## src/rtl/cpu_pipe_pkg.sv

```systemverilog
// cpu_pipe_pkg: shared pipeline widths, ALU function codes, ALU groups and forward selects
package cpu_pipe_pkg;
    localparam int DATA_W = 32;
    localparam int RADDR_W = 5;
    // ALU_ADD doubles as the bubble function code
    typedef enum logic [5:0] {
        ALU_ADD = 6'b000000,
        ALU_SUB = 6'b000001,
        ALU_AND = 6'b011000,
        ALU_OR  = 6'b011110,
        ALU_XOR = 6'b010110,
        ALU_NOR = 6'b010001,
        ALU_A   = 6'b011010,
        ALU_SLL = 6'b100000,
        ALU_SRL = 6'b100001,
        ALU_SRA = 6'b100011,
        ALU_EQ  = 6'b110011,
        ALU_NEQ = 6'b110001,
        ALU_LT  = 6'b110101,
        ALU_LEZ = 6'b111101,
        ALU_LTZ = 6'b111011,
        ALU_GTZ = 6'b111111
    } alufun_e;
    typedef enum logic [1:0] {
        GRP_ADDSUB = 2'b00,
        GRP_LOGIC  = 2'b01,
        GRP_SHIFT  = 2'b10,
        GRP_CMP    = 2'b11
    } alu_grp_e;
    typedef enum logic [1:0] {
        FWD_REG   = 2'b00,
        FWD_MEMWB = 2'b01,
        FWD_EXMEM = 2'b10
    } fwd_sel_e;
    function automatic alu_grp_e alu_group(input logic [5:0] fun);
        return alu_grp_e'(fun[5:4]);
    endfunction
endpackage

```

## src/rtl/fwd_unit.sv

```systemverilog
// fwd_unit: rs/rt forward selects for the EX operands and the load-use stall.
// FORWARDING_EN undefined: selects fixed to register data, stall on any RAW against EX or EX/MEM.
module fwd_unit
    import cpu_pipe_pkg::*;
(
    input  logic               id_valid,
    input  logic [RADDR_W-1:0] id_rs_addr,
    input  logic [RADDR_W-1:0] id_rt_addr,
    input  logic               ex_valid,
    input  logic               ex_regwrite,
    input  logic               ex_memread,
    input  logic [RADDR_W-1:0] ex_rd,
    input  logic [RADDR_W-1:0] ex_rs_addr,
    input  logic [RADDR_W-1:0] ex_rt_addr,
    input  logic               exmem_regwrite,
    input  logic [RADDR_W-1:0] exmem_rd,
    input  logic               memwb_regwrite,
    input  logic [RADDR_W-1:0] memwb_rd,
    output logic [1:0]         fwd_rs_sel,
    output logic [1:0]         fwd_rt_sel,
    output logic               ld_stall
);
`ifdef FORWARDING_EN
    localparam bit FWD_EN = 1'b1;
`else
    localparam bit FWD_EN = 1'b0;
`endif
    logic exm_rs, exm_rt, mwb_rs, mwb_rt, raw_rs, raw_rt, load_use;
    assign exm_rs = exmem_regwrite && exmem_rd != '0 && exmem_rd == ex_rs_addr;
    assign exm_rt = exmem_regwrite && exmem_rd != '0 && exmem_rd == ex_rt_addr;
    assign mwb_rs = memwb_regwrite && memwb_rd != '0 && memwb_rd == ex_rs_addr;
    assign mwb_rt = memwb_regwrite && memwb_rd != '0 && memwb_rd == ex_rt_addr;
    assign fwd_rs_sel = !FWD_EN ? FWD_REG : exm_rs ? FWD_EXMEM : mwb_rs ? FWD_MEMWB : FWD_REG;
    assign fwd_rt_sel = !FWD_EN ? FWD_REG : exm_rt ? FWD_EXMEM : mwb_rt ? FWD_MEMWB : FWD_REG;
    // without forwarding, a producer in EX or EX/MEM must drain before ID may read
    assign raw_rs = id_rs_addr != '0 && ((ex_valid && ex_regwrite && ex_rd == id_rs_addr) ||
                                         (exmem_regwrite && exmem_rd == id_rs_addr));
    assign raw_rt = id_rt_addr != '0 && ((ex_valid && ex_regwrite && ex_rd == id_rt_addr) ||
                                         (exmem_regwrite && exmem_rd == id_rt_addr));
    assign load_use = ex_valid && ex_memread && ex_rd != '0 && id_valid &&
                      (ex_rd == id_rs_addr || ex_rd == id_rt_addr);
    assign ld_stall = load_use || (!FWD_EN && id_valid && (raw_rs || raw_rt));
endmodule

```

## src/rtl/alu_operand_stage.sv

```systemverilog
// alu_operand_stage: ID/EX register with operand forwarding and hazard bubbles ahead of the ALU.
// Build option FORWARDING_EN enables EX/MEM and MEM/WB forwarding (see fwd_unit).
module alu_operand_stage
    import cpu_pipe_pkg::*;
(
    input  logic               clk,
    input  logic               reset,
    input  logic               id_valid,
    input  logic [DATA_W-1:0]  id_rs_data,
    input  logic [DATA_W-1:0]  id_rt_data,
    input  logic [DATA_W-1:0]  id_imm32,
    input  logic [4:0]         id_shamt,
    input  logic [RADDR_W-1:0] id_rs_addr,
    input  logic [RADDR_W-1:0] id_rt_addr,
    input  logic [RADDR_W-1:0] id_rd_addr,
    input  logic [5:0]         id_alufun,
    input  logic               id_sign,
    input  logic               id_alusrc1,
    input  logic               id_alusrc2,
    input  logic               id_regwrite,
    input  logic               id_memread,
    input  logic               id_memwrite,
    input  logic               flush,
    input  logic               exmem_regwrite,
    input  logic [RADDR_W-1:0] exmem_rd,
    input  logic [DATA_W-1:0]  exmem_result,
    input  logic               memwb_regwrite,
    input  logic [RADDR_W-1:0] memwb_rd,
    input  logic [DATA_W-1:0]  memwb_result,
    output logic [DATA_W-1:0]  alu_a,
    output logic [DATA_W-1:0]  alu_b,
    output logic [5:0]         alu_fun,
    output logic               alu_sign,
    output logic [DATA_W-1:0]  ex_store_data,
    output logic [RADDR_W-1:0] ex_rd,
    output logic               ex_valid,
    output logic               ex_regwrite,
    output logic               ex_memread,
    output logic               ex_memwrite,
    output logic               ld_stall
);
    logic [DATA_W-1:0]  rs_data_q, rt_data_q, imm_q, fwd_rs, fwd_rt;
    logic [4:0]         shamt_q;
    logic [RADDR_W-1:0] rs_addr_q, rt_addr_q;
    logic               alusrc1_q, alusrc2_q;
    logic [1:0]         rs_sel, rt_sel;

    fwd_unit u_fwd (
        .id_valid      (id_valid),
        .id_rs_addr    (id_rs_addr),
        .id_rt_addr    (id_rt_addr),
        .ex_valid      (ex_valid),
        .ex_regwrite   (ex_regwrite),
        .ex_memread    (ex_memread),
        .ex_rd         (ex_rd),
        .ex_rs_addr    (rs_addr_q),
        .ex_rt_addr    (rt_addr_q),
        .exmem_regwrite(exmem_regwrite),
        .exmem_rd      (exmem_rd),
        .memwb_regwrite(memwb_regwrite),
        .memwb_rd      (memwb_rd),
        .fwd_rs_sel    (rs_sel),
        .fwd_rt_sel    (rt_sel),
        .ld_stall      (ld_stall)
    );

    // a bubble clears only the control bits; operand fields keep their old contents
    always_ff @(posedge clk or negedge reset) begin
        if (!reset) begin
            ex_valid    <= 1'b0;
            ex_regwrite <= 1'b0;
            ex_memread  <= 1'b0;
            ex_memwrite <= 1'b0;
            alu_fun     <= ALU_ADD;
            alu_sign    <= 1'b0;
            ex_rd       <= '0;
            rs_data_q   <= '0;
            rt_data_q   <= '0;
            imm_q       <= '0;
            shamt_q     <= '0;
            rs_addr_q   <= '0;
            rt_addr_q   <= '0;
            alusrc1_q   <= 1'b0;
            alusrc2_q   <= 1'b0;
        end else if (flush || ld_stall) begin
            ex_valid    <= 1'b0;
            ex_regwrite <= 1'b0;
            ex_memread  <= 1'b0;
            ex_memwrite <= 1'b0;
            alu_fun     <= ALU_ADD;
        end else begin
            ex_valid    <= id_valid;
            ex_regwrite <= id_regwrite;
            ex_memread  <= id_memread;
            ex_memwrite <= id_memwrite;
            alu_fun     <= id_alufun;
            alu_sign    <= id_sign;
            ex_rd       <= id_rd_addr;
            rs_data_q   <= id_rs_data;
            rt_data_q   <= id_rt_data;
            imm_q       <= id_imm32;
            shamt_q     <= id_shamt;
            rs_addr_q   <= id_rs_addr;
            rt_addr_q   <= id_rt_addr;
            alusrc1_q   <= id_alusrc1;
            alusrc2_q   <= id_alusrc2;
        end
    end

    assign fwd_rs = rs_sel == FWD_EXMEM ? exmem_result : rs_sel == FWD_MEMWB ? memwb_result : rs_data_q;
    assign fwd_rt = rt_sel == FWD_EXMEM ? exmem_result : rt_sel == FWD_MEMWB ? memwb_result : rt_data_q;
    assign alu_a = alusrc1_q ? {{(DATA_W-5){1'b0}}, shamt_q} : fwd_rs;
    assign alu_b = alusrc2_q ? imm_q : fwd_rt;
    assign ex_store_data = fwd_rt;
endmodule

```

## config.mk

```make
export PLATFORM = sky130hd
export DESIGN_NAME = alu_operand_stage
export DESIGN_NICKNAME = d
export VERILOG_FILES = /design/src/rtl/cpu_pipe_pkg.sv /design/src/rtl/fwd_unit.sv /design/src/rtl/alu_operand_stage.sv
export SDC_FILE = /design/constraint.sdc
export NUM_CORES = 1
export LEC_CHECK = 0
export ABC_AREA = 1
export CORE_AREA = 3 3 124 126
export CTS_BUF_LIST = sky130_fd_sc_hd__clkbuf_8
export DETAILED_ROUTE_END_ITERATION = 6
export DIE_AREA = 0 0 127 129
export PLACE_DENSITY = 0.84
export SETUP_SLACK_MARGIN = 0.15
export SLEW_MARGIN = 30
export SYNTH_ARGS = -nofsm -noshare
export SYNTH_HDL_FRONTEND = slang
export SYNTH_SLANG_ARGS = --single-unit
```

## constraint.sdc

```tcl
create_clock -name clk -period 6.7 [get_ports clk]
set_clock_uncertainty 0.05 [all_clocks]
set_input_delay 2.01 -clock clk [delete_from_list [all_inputs] [get_ports clk]]
set_output_delay 2.01 -clock clk [all_outputs]
set_load 0.01 [all_outputs]
```

Yosys cells after proc, flatten, opt, wreduce, memory -nomap -nowiden. Index checks and enable logic that the tools add are counted. W data, S select, Z words.

Bits in registers: 119. Bits of input ports: 208. Logic and storage cells: 45. Output and inout bits: 113.

Multiplexer cells: 7. Eq/ne operators: 4. Reduce and logical (&&, ||, !) cells: 21.

Operators with widths (number): $mux W32 (2); $eq A5 B5 Y1 (4); $reduce_bool A5 Y1 (3); $logic_and A1 B1 Y1 (12); $logic_or A1 B1 Y1 (6); $mux W6 (1); $mux W1 (4).

Longest topological paths before layout.
Depth in word-level cells: 9. Mapped depth: 14. Mapped depth without buffers: 12.

By module. A second synthesis with hierarchy kept.

Cell total of the unflattened synthesis: 1142. Area total of the unflattened synthesis: 7578.5 µm².

Modules (own cells, without submodules): alu_operand_stage (area each 7129.3 µm², cells each 1043, instances 1, seq. area each 3228.1 µm²); fwd_unit (area each 449.2 µm², cells each 99, instances 1, seq. area each 0.0 µm²).

Worst setup path before layout. OpenSTA, ideal clock, no wires.

Path kind: input port to output port. From: input id_rt_addr[3]. To: output ld_stall. Data arrival time: 2.947 ns. Setup slack: 1.693 ns. Buffers on the path: 1. Cell stages on the path: 9. Required time: 4.640 ns. Path through: or2_0 > a21oi_1 > nand3_1 > nand2_1 > nand2_1 > nand2_1 > nand2_1 > clkbuf_1 > nand2_1.

Longest elaborated chain between the ends: 7. Elaborated cells on any way between the ends: 12. Classes of those cells: eq/ne: 2; reduce/logical: 10.

Ends and longest elaborated chain: from (decl) (line alu_operand_stage.sv:14) `input logic [RADDR_W-1:0] id_rt_addr,`; $eq A5 B5 Y1 (on tied branches) (line fwd_unit.sv:38, fwd_unit.sv:41, fwd_unit.sv:39); $logic_and A1 B1 Y1 (on tied branches) (line fwd_unit.sv:38, fwd_unit.sv:39); $logic_or A1 B1 Y1 (line fwd_unit.sv:38) `assign raw_rt = id_rt_addr != '0 && ((ex_valid && ex_regwrite && ex_rd == id_rt_addr) ||`; $logic_and A1 B1 Y1 (line fwd_unit.sv:38); $logic_or A1 B1 Y1 (line fwd_unit.sv:42) `assign ld_stall = load_use || (!FWD_EN && id_valid && (raw_rs || raw_rt));`; $logic_and A1 B1 Y1 (line fwd_unit.sv:42); $logic_or A1 B1 Y1 * (line fwd_unit.sv:42); to (decl) (line alu_operand_stage.sv:40) `output logic ld_stall`.

Every way passes the cells marked *; elsewhere a longest branch is shown, timed or not.

Worst setup path after layout. Same ends and word-level chain as after synthesis.

==> metrics.yaml <==
outcome:
  status: "completed"
pwr:
  power_switching_mw: 0.5550
  max-vdd-ir-drop_v: 0.0001271
  combPwrFrac_pct: 24.9
  p_total_mw: 2.062
  static-leakage-power_nw: 4.329
  power.share.switching_pct: 26.91
  cellInternalPower_mw: 1.507
  clock_power_share_pct: 34.4
  sequential_group_share_of_total_power_pct: 40.7
  power_density_mw_per_mm2: 232.6
sta:
  timing.slew.headroom_pct: 41.06
  rsz0062_at_grt: "false"
  hold_violation_total_from_the_final_report: 0
  post-route-min-period_ns: 5.939
  tns_ns: 0
  final-max-slew-violation-count: 0
  timing.fmax_mhz: 168.4
  timing.hold.ws_ns: 0.4186
  post-route-period-util_pct: 88.64
  worst-slew-pin-transition_ns: 0.8841
  finalSetupViolCount: 0
setup_path:
  timing.critical_path.fanout_max: 5
  crit_chain: "clkdlybuf4s50_1 -> or2_0 -> a21oi_1 -> nand3_1 -> nand2_1 -> nand2_1 -> nand2_1 -> nand2_4 -> nand2_1 -> clkdlybuf4s50_1"
  critPathCaptureType: "output port"
  slowest_stage: "clkdlybuf4s50_1"
  critPathTopFamily: "buffers and inverters"
  worstPathRequired_ns: 4.64
  critical_path_class: "in -> out"
  critical-path-top-cell-by-count: "nand2_1"
  critPathBufInv: 2
  slowest_stage_delay_cp_ns: 0.56
  critical_path_arrival_ns: 3.88
  start_kind: "primary input"
logic_synthesis:
  synthFlopType: "dfrtp_1"
  synthesis.area_mm2: 0.005931
  synth.avg_cell_area_um2: 8.341
  asyncSetResetFlopFracSynth_pct: 100.0
  post-synth-top-area-cell: "dfrtp_1"
  yosysSeqAreaShare_pct: 50.21
  synth_enable_flop_cells: 0
  synthesis.nets: 919
  netlist_top_cells_count: "nand2_1 (257), dfrtp_1 (119), nand4_1 (111), inv_1 (54), nor2_1 (50)"
  most_frequent_cell_after_synthesis: "nand2_1"
  synth.top_cell.area_share_pct: 50.21
  netlist_top_cells_area: "dfrtp_1 (50%), nand2_1 (16%), nand4_1 (12%), mux2_2 (7.0%), inv_1 (3.4%)"
  syn-instance-count: 711
  synth-warning-count: 0
  synth-seq-cells: 119
  post_synth_num_cell_types: 20
grt:
  track_usage_pct: 21.80
  antenna_found_initial: 0
  pin_count_of_the_biggest_net_entering_global_routing: 81
  grt_pass1_vias: 5585
  gr-total-overflow: 0
  wire_length_of_the_first_global_routing_pass_mm: 28.71
placement:
  gp_routability_congestion: 0.8989
  hpwl_mm: 12.13
  port_buffers: 250
  placed_cell_area_mm2: 0.008426
worst_hold_path:
  holdCritPathClass: "reg -> reg"
final_layout:
  area_growth_pct: 49.47
  multi_input_comb_area_mm2: 0.002431
  final_net_count: 1141
  fillerInstances: 1197
  sequential_cell_area_mm2: 0.002978
  layout.core_utilization_pct: 61.46
  diodes: 0
  drive_gt1_share_pct: 8.562
  layout.cell_area.non_filler_mm2: 0.008865
routing:
  dr.first_iter.drc_count: 453
  drc_errors: 0
  drt-vias-per-instance: 5.061
  met3_length_mm: 1.142
  wl_per_cell_um: 16.12
  routed_wl_mm: 18.21
  detailroute.wirelength.met2_mm: 8.937
  firstDrtPassIters: 4
  drtAntennaViolNets: 0
  routed.top_layer: "met4"
  route.vias.total: 5719
  met1_length_mm: 7.776
clock_network:
  cts_hold_buffers_added: 0
  cts_tree: "yes"
  cts_buffer_depth: 2
  cts_resized: 0
  cts_htree_levels: 4
  cts_made_buffers: 17
  clock_latency_ns: 0.42
  buffer_type_at_the_clock_tree_root: "clkbuf_8"
  cts_num_sinks: 119
  cts_post_setup_buffers_inserted: 0
  clkSlewWorstSetupHoldPaths_ns: 0.06
job:
  timing.max_cap.violations: 0
die:
  core.rowCount: 44
  floorplan.die_area_mm2: 0.01638
  starting_density_of_the_core_pct: 41.12
  num_io_pins: 321
  core_area_mm2: 0.01442
  die_height_um: 129
  die-width_um: 127
[sequential cells by signal (all words and copies together) (netlist names)]
signal / flops
alu_fun: 6
alu_sign: 1
alusrc1_q: 1
alusrc2_q: 1
ex_memread: 1
ex_memwrite: 1
ex_rd: 5
ex_regwrite: 1
ex_valid: 1
imm_q: 32
rs_data_q: 32
rt_data_q: 32
shamt_q: 5
[layer usage]
metal | global-route usage (%) | vias to the layer above
met5 | 0 | -
met4 | 8.139 | 0
met3 | 5.978 | 27
met2 | 35.21 | 188
met1 | 28.18 | 2732
li1 | - | 2772
[worst paths after layout]
kind | start | end | slack [ns] | cells past startpoint
worst max-delay path | id_rt_addr[3] | ld_stall | 0.76 | 10
worst min-delay path | rs_data_q[23] | rs_data_q[23] | 0.42 | 2
worst max register to register | ex_rd[0] | imm_q[17] | 3.70 | 10
worst min register to register | rs_data_q[23] | rs_data_q[23] | 0.42 | 2
max in group asynchronous | reset | rt_data_q[23] | 3.92 | 2
min in group asynchronous | reset | rt_data_q[25] | 1.52 | 1
[metrics by stage]
stage,cells,worst slack [ns]
finish,1130,0.7609
global route,1130,0.5748
CTS,1130,0.7610
detailed placement,1098,0.7668
global placement,1098,0.7808
floorplan,711,1.693
[final cells by class]
type                            instances  share of cell area, %
Timing Repair Buffer                  260                  29.09
Multi-Input combinational cell        479                  27.42
Inverter                               56                  2.385
Clock inverter                         12                  1.807
Clock buffer                           20                  3.105
Sequential cell                       119                  33.59
Tap cell                              184                  2.597
[tightest hold or removal path: cells and delay by family (launching register included)]
kind             cells  cell delay (ns)
DFF                  1             0.34
and+or+nand+nor      2             0.09
[power groups by stage]
stage,registers [mW],clock network [mW],logic [mW]
final,0.840,0.709,0.514
after global routing,0.848,0.761,0.558
after global placement,0.849,0,0.509
after CTS,0.839,0.728,0.519
after floorplan,0.852,0,0.214
after detailed placement,0.851,0,0.516
[cell families after synthesis]
family | count (synthesis) | share of synthesized area [%]
compound gates | 7 | 0.6539
xor+xnor | 4 | 0.5908
buf+inv | 113 | 9.177
flops | 119 | 50.21
mux | 37 | 7.025
simple gates | 431 | 32.34
[layout by cell type, fill, tap and decap left out, types with 2 or more instances in the layout]
cell type        count
o21ai_0              5
nand2_1            255
nor3_1               5
buf_4               10
inv_2                2
nand4_1            111
nor2_1              50
nand3_1              6
bufinv_16            4
mux2_2              37
clkinv_2             2
nand2_4              2
inv_1               58
dfrtp_1            119
clkbuf_8            20
xnor2_1              2
xor2_1               2
clkdlybuf4s50_1    249
Note: power is estimated with default switching activity, not from simulation.
